===== config.mk =====
export PLATFORM = sky130hd
export DESIGN_NAME = video_cfg_ctrl
export DESIGN_NICKNAME = d
export VERILOG_FILES = /design/src/rtl/video_cfg_pkg.sv /design/src/rtl/video_cfg_ctrl_sync_rise.sv /design/src/rtl/video_cfg_ctrl.sv
export SDC_FILE = /design/constraint.sdc
export NUM_CORES = 1
export LEC_CHECK = 0
export BUFFER_PORTS_ARGS = -buffer_cell sky130_fd_sc_hd__buf_2
export CAP_MARGIN = 25
export CELL_PAD_IN_SITES_DETAIL_PLACEMENT = 0
export CELL_PAD_IN_SITES_GLOBAL_PLACEMENT = 1
export CORE_ASPECT_RATIO = 1.2
export CORE_UTILIZATION = 30
export CTS_CLUSTER_SIZE = 16
export DETAILED_ROUTE_END_ITERATION = 10
export GPL_ROUTABILITY_DRIVEN = 1
export GPL_TIMING_DRIVEN = 0
export PLACE_DENSITY = 0.53
export SYNTH_ARGS = -nofsm -noshare
export SYNTH_HDL_FRONTEND = slang
export SYNTH_SLANG_ARGS = --single-unit

===== constraint.sdc =====
create_clock -name clk_sys -period 2.7 [get_ports clk_sys]
set_input_delay 0.135 -clock clk_sys [delete_from_list [all_inputs] [get_ports clk_sys]]
set_output_delay 0.135 -clock clk_sys [all_outputs]
set_load 0.05 [all_outputs]

===== src/rtl/video_cfg_pkg.sv =====
// Shared types and constants for the video configuration / core reset controller.
package video_cfg_pkg;

   typedef enum logic [1:0] {IDLE, WAIT_VS, SETTLE} state_t;

   localparam logic [1:0] SL_OFF = 2'b00;
   localparam logic [1:0] SL_25  = 2'b01;
   localparam logic [1:0] SL_50  = 2'b10;
   localparam logic [1:0] SL_75  = 2'b11;

endpackage


===== src/rtl/video_cfg_ctrl_sync_rise.sv =====
// Two-flop synchronizer with a registered rising-edge pulse; level is the synchronized input.
module sync_rise (
   input  logic clk,
   input  logic reset,
   input  logic d,
   output logic level,
   output logic rise
);

   logic s1, s3;

   always_ff @(posedge clk) begin
      if (reset) begin
         s1    <= 1'b0;
         level <= 1'b0;
         s3    <= 1'b0;
         rise  <= 1'b0;
      end else begin
         s1    <= d;
         level <= s1;
         s3    <= level;
         rise  <= level & ~s3;
      end
   end

endmodule


===== src/rtl/video_cfg_ctrl.sv =====
// Frame-aligned scandoubler/scanline control with post-switch blanking and a stretched core reset.
module video_cfg_ctrl
   import video_cfg_pkg::*;
#(
   parameter logic SD_INIT       = 1'b0,
   parameter int   SETTLE_FRAMES = 8,
   parameter int   RST_HOLD      = 24,
   parameter int   VS_TIMEOUT    = 1048576
) (
   input  logic       clk_sys,
   input  logic       reset,
   input  logic       change_sd_i,
   input  logic       change_sl_i,
   input  logic       reset_req_i,
   input  logic       vsync_i,
   output logic       scandoubler_disable_o,
   output logic [1:0] scanlines_o,
   output logic       blank_o,
   output logic       core_reset_o,
   output logic       busy_o
);

   localparam int NUM_IN = 4;
   localparam int TW     = $clog2(VS_TIMEOUT + 1);

   // Lane order: 0 sd, 1 sl, 2 reset request, 3 vsync
   logic [NUM_IN-1:0] raw, lvl, rise;
   assign raw = {vsync_i, reset_req_i, change_sl_i, change_sd_i};

   for (genvar gi = 0; gi < NUM_IN; gi++) begin : g_sync
      sync_rise u_sync (
         .clk   (clk_sys),
         .reset (reset),
         .d     (raw[gi]),
         .level (lvl[gi]),
         .rise  (rise[gi])
      );
   end

   logic unused_sync;
   assign unused_sync = ^{lvl[3], lvl[1:0], rise[2]};

   logic          sd_ev, sl_ev, vs_ev, req_lvl;
   assign sd_ev   = rise[0];
   assign sl_ev   = rise[1];
   assign req_lvl = lvl[2];
   assign vs_ev   = rise[3];

   state_t        state;
   logic          sd_pend;
   logic [1:0]    sl_delta, sl_reg;
   logic [TW-1:0] to_cnt;
   logic [7:0]    frame_cnt;
   logic [15:0]   hold_cnt;
   logic          pend_any, apply;

   assign pend_any = sd_pend || (sl_delta != 2'b00);
   assign apply    = (state == WAIT_VS) && (vs_ev || (to_cnt == TW'(VS_TIMEOUT - 1)));
   assign busy_o   = (state != IDLE);

   always_ff @(posedge clk_sys) begin
      if (reset) begin
         state                 <= IDLE;
         sd_pend               <= 1'b0;
         sl_delta              <= 2'b00;
         to_cnt                <= '0;
         frame_cnt             <= 8'd0;
         sl_reg                <= SL_OFF;
         scandoubler_disable_o <= SD_INIT;
         scanlines_o           <= SL_OFF;
         blank_o               <= 1'b0;
      end else begin
         // Pending state is cleared on apply before this cycle's event lands, so nothing is lost
         sd_pend  <= (apply ? 1'b0 : sd_pend) ^ sd_ev;
         sl_delta <= (apply ? 2'b00 : sl_delta) + {1'b0, sl_ev};
         case (state)
            IDLE: begin
               if (pend_any) begin
                  state  <= WAIT_VS;
                  to_cnt <= '0;
               end
            end
            WAIT_VS: begin
               if (apply) begin
                  scandoubler_disable_o <= scandoubler_disable_o ^ sd_pend;
                  sl_reg                <= sl_reg + sl_delta;
                  scanlines_o           <= (scandoubler_disable_o ^ sd_pend) ? SL_OFF : sl_reg + sl_delta;
                  if (sd_pend) begin
                     state     <= SETTLE;
                     frame_cnt <= 8'(SETTLE_FRAMES);
                     blank_o   <= 1'b1;
                  end else begin
                     state <= IDLE;
                  end
               end else begin
                  to_cnt <= to_cnt + 1'b1;
               end
            end
            SETTLE: begin
               if (vs_ev) begin
                  if (frame_cnt <= 8'd1) begin
                     blank_o <= 1'b0;
                     to_cnt  <= '0;
                     state   <= pend_any ? WAIT_VS : IDLE;
                  end else begin
                     frame_cnt <= frame_cnt - 1'b1;
                  end
               end
            end
            default: state <= IDLE;
         endcase
      end
   end

   // Core reset follows the request level, then holds for RST_HOLD cycles after it drops
   always_ff @(posedge clk_sys) begin
      if (reset || req_lvl) begin
         hold_cnt     <= 16'(RST_HOLD);
         core_reset_o <= 1'b1;
      end else if (hold_cnt != 16'd0) begin
         hold_cnt     <= hold_cnt - 1'b1;
         core_reset_o <= 1'b1;
      end else begin
         core_reset_o <= 1'b0;
      end
   end

endmodule

==> results of run 1 <==
[per-layer routing]
| metal | track usage [%] | vias to the layer above | part of all wire (%) |
|---|---|---|---|
| met1 | 20.7 | 1407 | 46 |
| li1 | - | 1508 | - |
| met4 | 8.88 | 0 | 2.7 |
| met2 | 26.6 | 57 | 47 |
| met5 | 0 | - | 0 |
| met3 | 2.68 | 19 | 3.5 |
[layout by cell type (no fill, tap or decap), drive strengths merged, types with 11 or more instances in the layout]
cell	synthesis	layout
nor2	32	32
a21oi	32	32
nand3	23	23
o21ai	15	15
or3	12	12
dfxtp	71	71
o31ai	11	11
nand2	26	26
or4	13	13
clkbuf	8	18
nor2b	17	17
inv	10	11
buf	11	22
[kinds of logic after synthesis]
kind of cell,count (synthesis)
simple gates,175
buf+inv,29
xor+xnor,16
flops,71
compound gates,96
fa+ha+maj,7
mux,1
[repair_timing]
item / 4_1_cts / 5_1_grt
hold buffers: 3 / 0
endpoints found under the setup margin: 0 / 1
hold endpoints to repair: 3 / 0
gates resized for setup: 0 / 1
[metrics by stage]
| step | hold WS (ps) | total power (W) | utilization (%) | worst slack (ps) | instance area, um2 |
|---|---|---|---|---|---|
| 6_report | 25.3 | 0.00253 | 36.5 | 259 | 4070 |
| 3_5_place_dp | 348 | 0.00132 | 33.5 | 197 | 3730 |
| 2_1_floorplan | 263 | 0.00125 | - | 546 | 3480 |
| 3_3_place_gp | 345 | 0.00132 | 33.5 | 207 | 3730 |
| 5_1_grt | 40.2 | 0.00264 | 36.5 | 38.4 | 4070 |
| 4_1_cts | 16.0 | 0.00257 | 36.5 | 192 | 4070 |
[power by group]
part / switching [W] / internal, W / total [W] / leakage, nW
clock: 0.000492 / 0.000745 / 0.00124 / 0.149
sequential: 0.0000168 / 0.00107 / 0.00109 / 0.576
combinational: 0.000135 / 0.0000678 / 0.000202 / 0.691
[worst register-to-register path, stage by stage (launching register included)]
cell	delay, ps
dfxtp_1	400
inv_1	90
ha_1	280
or2_1	260
a31oi_1	610
o21bai_1	300
or2_1	240
a311oi_1	110
[layout make-up]
type | instances | area [um2] | area share (%)
repair buffers | 14 | 85.1 | 2.09
multi-input cells | 295 | 1920 | 47.2
flip-flops and latches | 71 | 1420 | 34.9
well taps | 154 | 193 | 4.74
inverters | 10 | 37.5 | 0.923
clock buffers | 10 | 239 | 5.88
plain buffers | 19 | 104 | 2.55
clock inverters | 6 | 68.8 | 1.69
[worst max path at each step]
stage               slack (ps)  depth (start not counted)         start           end
global placement           210                         10     to_cnt[0]   sl_delta[1]
detailed placement         200                          9     to_cnt[0]   sl_delta[0]
CTS                        190                          9     to_cnt[0]   sl_delta[0]
floorplan                  550                          9     to_cnt[0]   sl_delta[0]
global route                40                         10     to_cnt[0]   sl_delta[1]
finish                     260                          7  frame_cnt[0]  frame_cnt[2]
==> flow_metrics.py, run 1 <==
metrics = {
    "worst_setup_path": {
        "cp_slowest_stage_delay_ps": 610,
        "rr_endpoint": "frame_cnt[2]",
        "required_ps": 2890,
        "end_kind": "flip-flop",
        "path_common_cell": "or2_1",
        "regToRegStartpoint": "frame_cnt[0]",
        "worst_setup_path_start_kind": "flip-flop",
        "cp_slowest_cell": "a31oi_1",
        "crit_fanout": 7,
        "crit_family": "compound AO/OA/AOI/OAI gates",
        "reg2regPathDepth": 7,
        "path_cells": "inv_1 -> ha_1 -> or2_1 -> a31oi_1 -> o21bai_1 -> or2_1 -> a311oi_1",
        "worstPathArrival_ps": 2630,
        "crit_buf_inv": 1,
        "crit_type": "flip-flop to flip-flop",
        "r2r_slack_ps": 260,
    },
    "yosys": {
        "syn-cell-area_um2": 3480,
        "ys.flop_type": "dfxtp_1",
        "synth_fa_ha_area_share_pct": 2.52,
        "post-synth-top-area-cell": "dfxtp_1",
        "synth-xor-area-share_pct": 4.03,
        "ys_ff_latch": 71,
        "ys_warn_count": 0,
        "synth-simple-area-share_pct": 29.6,
        "synth_top_family_by_area": "simple AND/OR/NAND/NOR gates",
        "yosysSeqAreaShare_pct": 40.8,
        "synth_top_area_share_pct": 40.8,
        "synth.area.top_cells": "dfxtp_1 (41%), a21oi_1 (4.5%), nor2_1 (3.3%), nand3_1 (3.3%), nor2b_1 (3.1%)",
        "syn_nets": 408,
        "synthMuxAreaShare_pct": 0.324,
        "synthCells": 395,
        "async_flop_share_pct": 0,
        "synth_compound_area_share_pct": 18.6,
        "synth_edf_count": 0,
        "synth_area_per_cell_um2": 8.81,
        "yosys.cell_count.top_type": "dfxtp_1",
        "ys_top_cells_by_count": "dfxtp_1 (71), a21oi_1 (31), nor2_1 (31)",
        "ys_types": 60,
    },
    "clock_tree": {
        "ctsRootBufferMaster": "clkbuf_16",
        "clk_latency_ps": 340,
        "clock_sinks": 71,
        "clk_pin_slew_worst_paths_ps": 60,
        "cts.path.max_buffers": 2,
        "post_cts_buffers": 0,
        "cts_max_level": 3,
        "cts_buffers": 9,
        "cts_tree": "done",
    },
    "cells_and_area": {
        "largest_reg_flops": 21,
        "area_delta_synth_final_pct": 16.9,
        "stdcell_count": 579,
        "max_flop_register": "to_cnt",
        "top_regs": "to_cnt x21, hold_cnt x16, frame_cnt x8",
        "fillCellCount": 1190,
        "n_antenna_cell": 0,
        "finalNetCount": 433,
        "layout-drive-gt1-share_pct": 13.4,
    },
    "global_routing": {
        "gr-total-overflow": 0,
        "grt_max_degree": 14,
        "track_usage_pct": 16.4,
        "grt_pass1_vias": 2863,
        "antenna_found_initial": 0,
        "grt_first_pass_wirelength_mm": 15.0,
    },
    "floorplanning": {
        "design.core.area_um2": 11100,
        "initial_core_util_pct": 31.2,
        "die_h_um": 120,
        "ios": 12,
        "die_x_um": 100,
        "die_area_um2": 12000,
        "num_rows": 42,
    },
    "detailed_routing": {
        "drtPass1Iterations": 4,
        "vias": 2991,
        "drc": 0,
        "routed_wirelength_mm": 9.15,
        "drt_iter0_markers": 96,
        "ant_nets": 0,
        "wl_per_cell_um": 15.8,
        "vias_per_cell": 5.17,
    },
    "outcome": {
        "status": "finished clean",
    },
    "hold_path": {
        "hold_path.class": "primary input to flip-flop",
        "hold_end": "g_sync[1].u_sync.s1",
        "whs_path_depth": 2,
        "hp-start": "change_sl_i",
    },
    "placement": {
        "hpwl_mm": 6.37,
        "gp_congestion": 0.756,
        "io_buffers": 11,
        "dp_cells": 560,
    },
    "pwr": {
        "p_leak_nw": 1.42,
        "peakVddDrop_uv": 293,
        "power.density_nw_per_um2": 622,
    },
    "sta": {
        "fin_worst_skew_ps": 7.04,
        "setup_viol_count_final": 0,
        "min_period_ps": 2440,
        "tns_ps": 0,
        "slew_violations": 0,
        "grt_setup_unrepaired": "false",
        "finalCritPeriodShare_pct": 90.4,
        "timing_hold_violations_final": 0,
        "fmax_mhz": 410,
        "worstMarginPinSlew_ps": 718,
        "max_slew_margin_pct": 51.9,
    },
    "run": {
        "maxCapViolCount": 0,
    },
}
(Power assumes the default switching activity.)
==> inputs of run 2 (changes only) <==
- CELL_PAD_IN_SITES_DETAIL_PLACEMENT: 0 -> not set
- CELL_PAD_IN_SITES_GLOBAL_PLACEMENT: 1 -> not set
- PLACE_DENSITY: 0.53 -> 0.43
- SKIP_LAST_GASP: not set -> 1
==> run 2 against run 1 <==
  * Critical path depth up 3
  * Largest cell class unchanged
  * First-iteration DRC count rose by 20%
  * Worst hold slack worse by 8.8 ps
  * Non-clock buffer count down 3
  * Critical path type unchanged
  * Largest power group unchanged
  * Via count decreased by 0.64%
  * Core utilization fell by 0.079 points
==> flow_metrics.py, run 2 (same netlist as run 1, synthesis figures left out) <==
metrics = {
    "detailed_routing": {
        "wl_per_cell_um": 15.4,
        "drtPass1Iterations": 4,
        "drc": 0,
        "ant_nets": 0,
        "vias": 2972,
        "vias_per_cell": 5.16,
        "routed_wirelength_mm": 8.87,
        "drt_iter0_markers": 115,
    },
    "worst_setup_path": {
        "required_ps": 2890,
        "cp_slowest_cell": "dfxtp_1",
        "crit_fanout": 10,
        "end_kind": "flip-flop",
        "path_common_cell": "ha_1",
        "worst_setup_path_start_kind": "flip-flop",
        "reg2regPathDepth": 10,
        "worstPathArrival_ps": 2700,
        "cp_slowest_stage_delay_ps": 390,
        "crit_type": "flip-flop to flip-flop",
        "path_cells": "ha_1 -> and4_1 -> nand4_2 -> buf_4 -> o21a_1 -> buf_2 -> and2_1 -> ha_1 -> xnor2_1 -> nor2_1",
    },
    "hold_path": {
        "whs_path_depth": 2,
        "hold_path.class": "primary input to flip-flop",
    },
    "cells_and_area": {
        "max_flop_register": "to_cnt",
        "layout_common_cells": "dfxtp_1 (71), nor2_1 (31), a21oi_1 (31)",
        "final_common_cell": "dfxtp_1",
        "layout-drive-gt1-share_pct": 13.3,
        "final_util_pct": 36.4,
        "largest_reg_flops": 21,
        "area_delta_synth_final_pct": 16.6,
        "n_antenna_cell": 0,
        "top_regs": "to_cnt x21, hold_cnt x16, frame_cnt x8",
        "finalNetCount": 430,
    },
    "clock_tree": {
        "cts-resized-gates": 0,
        "post_cts_buffers": 0,
        "clk_latency_ps": 330,
        "cts_max_level": 3,
        "cts_hold_buf": 0,
        "cts_tree": "done",
        "cts_buffers": 9,
        "clock_sinks": 71,
        "clk_pin_slew_worst_paths_ps": 60,
        "cts.path.max_buffers": 2,
        "ctsRootBufferMaster": "clkbuf_16",
    },
    "sta": {
        "max_slew_margin_pct": 53.6,
        "slew_violations": 0,
        "grt_setup_unrepaired": "false",
        "worstMarginPinSlew_ps": 693,
        "fmax_mhz": 399,
        "tns_ps": 0,
        "timing_hold_violations_final": 0,
        "fin_worst_skew_ps": 6.52,
        "setup_viol_count_final": 0,
        "finalCritPeriodShare_pct": 92.9,
        "min_period_ps": 2510,
    },
    "pwr": {
        "peakVddDrop_uv": 313,
        "p_leak_nw": 1.42,
        "power.density_nw_per_um2": 638,
    },
    "global_routing": {
        "grt_max_degree": 14,
        "gr-total-overflow": 0,
        "grt_first_pass_wirelength_mm": 14.9,
        "track_usage_pct": 15.9,
        "grt_pass1_vias": 2938,
        "antenna_found_initial": 0,
    },
    "floorplanning": {
        "ios": 12,
        "die_x_um": 100,
        "design.core.area_um2": 11100,
        "num_rows": 42,
        "initial_core_util_pct": 31.2,
        "die_h_um": 120,
        "die_area_um2": 12000,
    },
    "placement": {
        "hpwl_mm": 6.16,
        "gp_congestion": 0.785,
        "io_buffers": 11,
    },
    "run": {
        "maxCapViolCount": 0,
    },
    "outcome": {
        "status": "finished clean",
    },
}
-- run 2: cell count changes in the layout (fill, tap and decap cells not counted) --
cell | before | now
dlygate4sd3_1 | 3 | 0
and4_1 | 2 | 3
and4_2 | 1 | 0
bufinv_16 | 1 | 2
clkinvlp_4 | 1 | 0
-- run 2: report_power, final --
| group | total [W] | internal, W | switching [W] |
|---|---|---|---|
| Sequential | 0.00109 | 0.00107 | 0.0000171 |
| Clock | 0.00130 | 0.000839 | 0.000461 |
| Combinational | 0.000200 | 0.0000648 | 0.000135 |
| Total | 0.00259 | 0.00198 | 0.000613 |
-- run 2: worst paths after layout --
| path | from | to | slack (ps) |
|---|---|---|---|
| max | to_cnt[0] | sl_delta[1] | 190 |
| min | vsync_i | g_sync[3].u_sync.s1 | 20 |
| max reg2reg | to_cnt[0] | sl_delta[1] | 190 |
| min reg2reg | g_sync[3].u_sync.s3 | g_sync[3].u_sync.rise | 380 |
-- run 2: layout make-up --
| type | instances | area, um2 |
|---|---|---|
| Fill cell | 1209 | 7080 |
| Tap cell | 154 | 193 |
| Clock buffer | 10 | 239 |
| Inverter | 10 | 37.5 |
| Buffer | 19 | 104 |
| Timing Repair Buffer | 11 | 55.1 |
| Clock inverter | 6 | 91.3 |
| Multi-Input combinational cell | 295 | 1920 |
| Sequential cell | 71 | 1420 |
-- run 2: routing by layer --
layer / global-route usage [%] / share of wire, % / vias to the layer above
li1: - / - / 1507
met3: 3.44 / 2.7 / 9
met1: 20.9 / 48 / 1412
met2: 25.8 / 48 / 44
met5: 0 / 0 / -
met4: 5.16 / 1.3 / 0
-- run 2: worst max-delay path: cells and delay by family, from the launching register on --
family | cells | cell delay (ps)
compound gates | 1 | 180
xor+xnor | 1 | 170
fa+ha+maj | 2 | 410
buf+inv | 2 | 440
flops | 1 | 390
simple gates | 4 | 780
-- run 2: stage by stage --
step	hold WS [ps]	cell area (um2)	setup WS, ps	instances	total power, W
floorplan	263	3480	546	395	0.00125
global placement	347	3730	237	560	0.00131
detailed placement	353	3730	200	560	0.00131
CTS	4.10	4060	175	576	0.00263
global route	17.0	4060	60.0	576	0.00270
finish	16.5	4060	192	576	0.00259
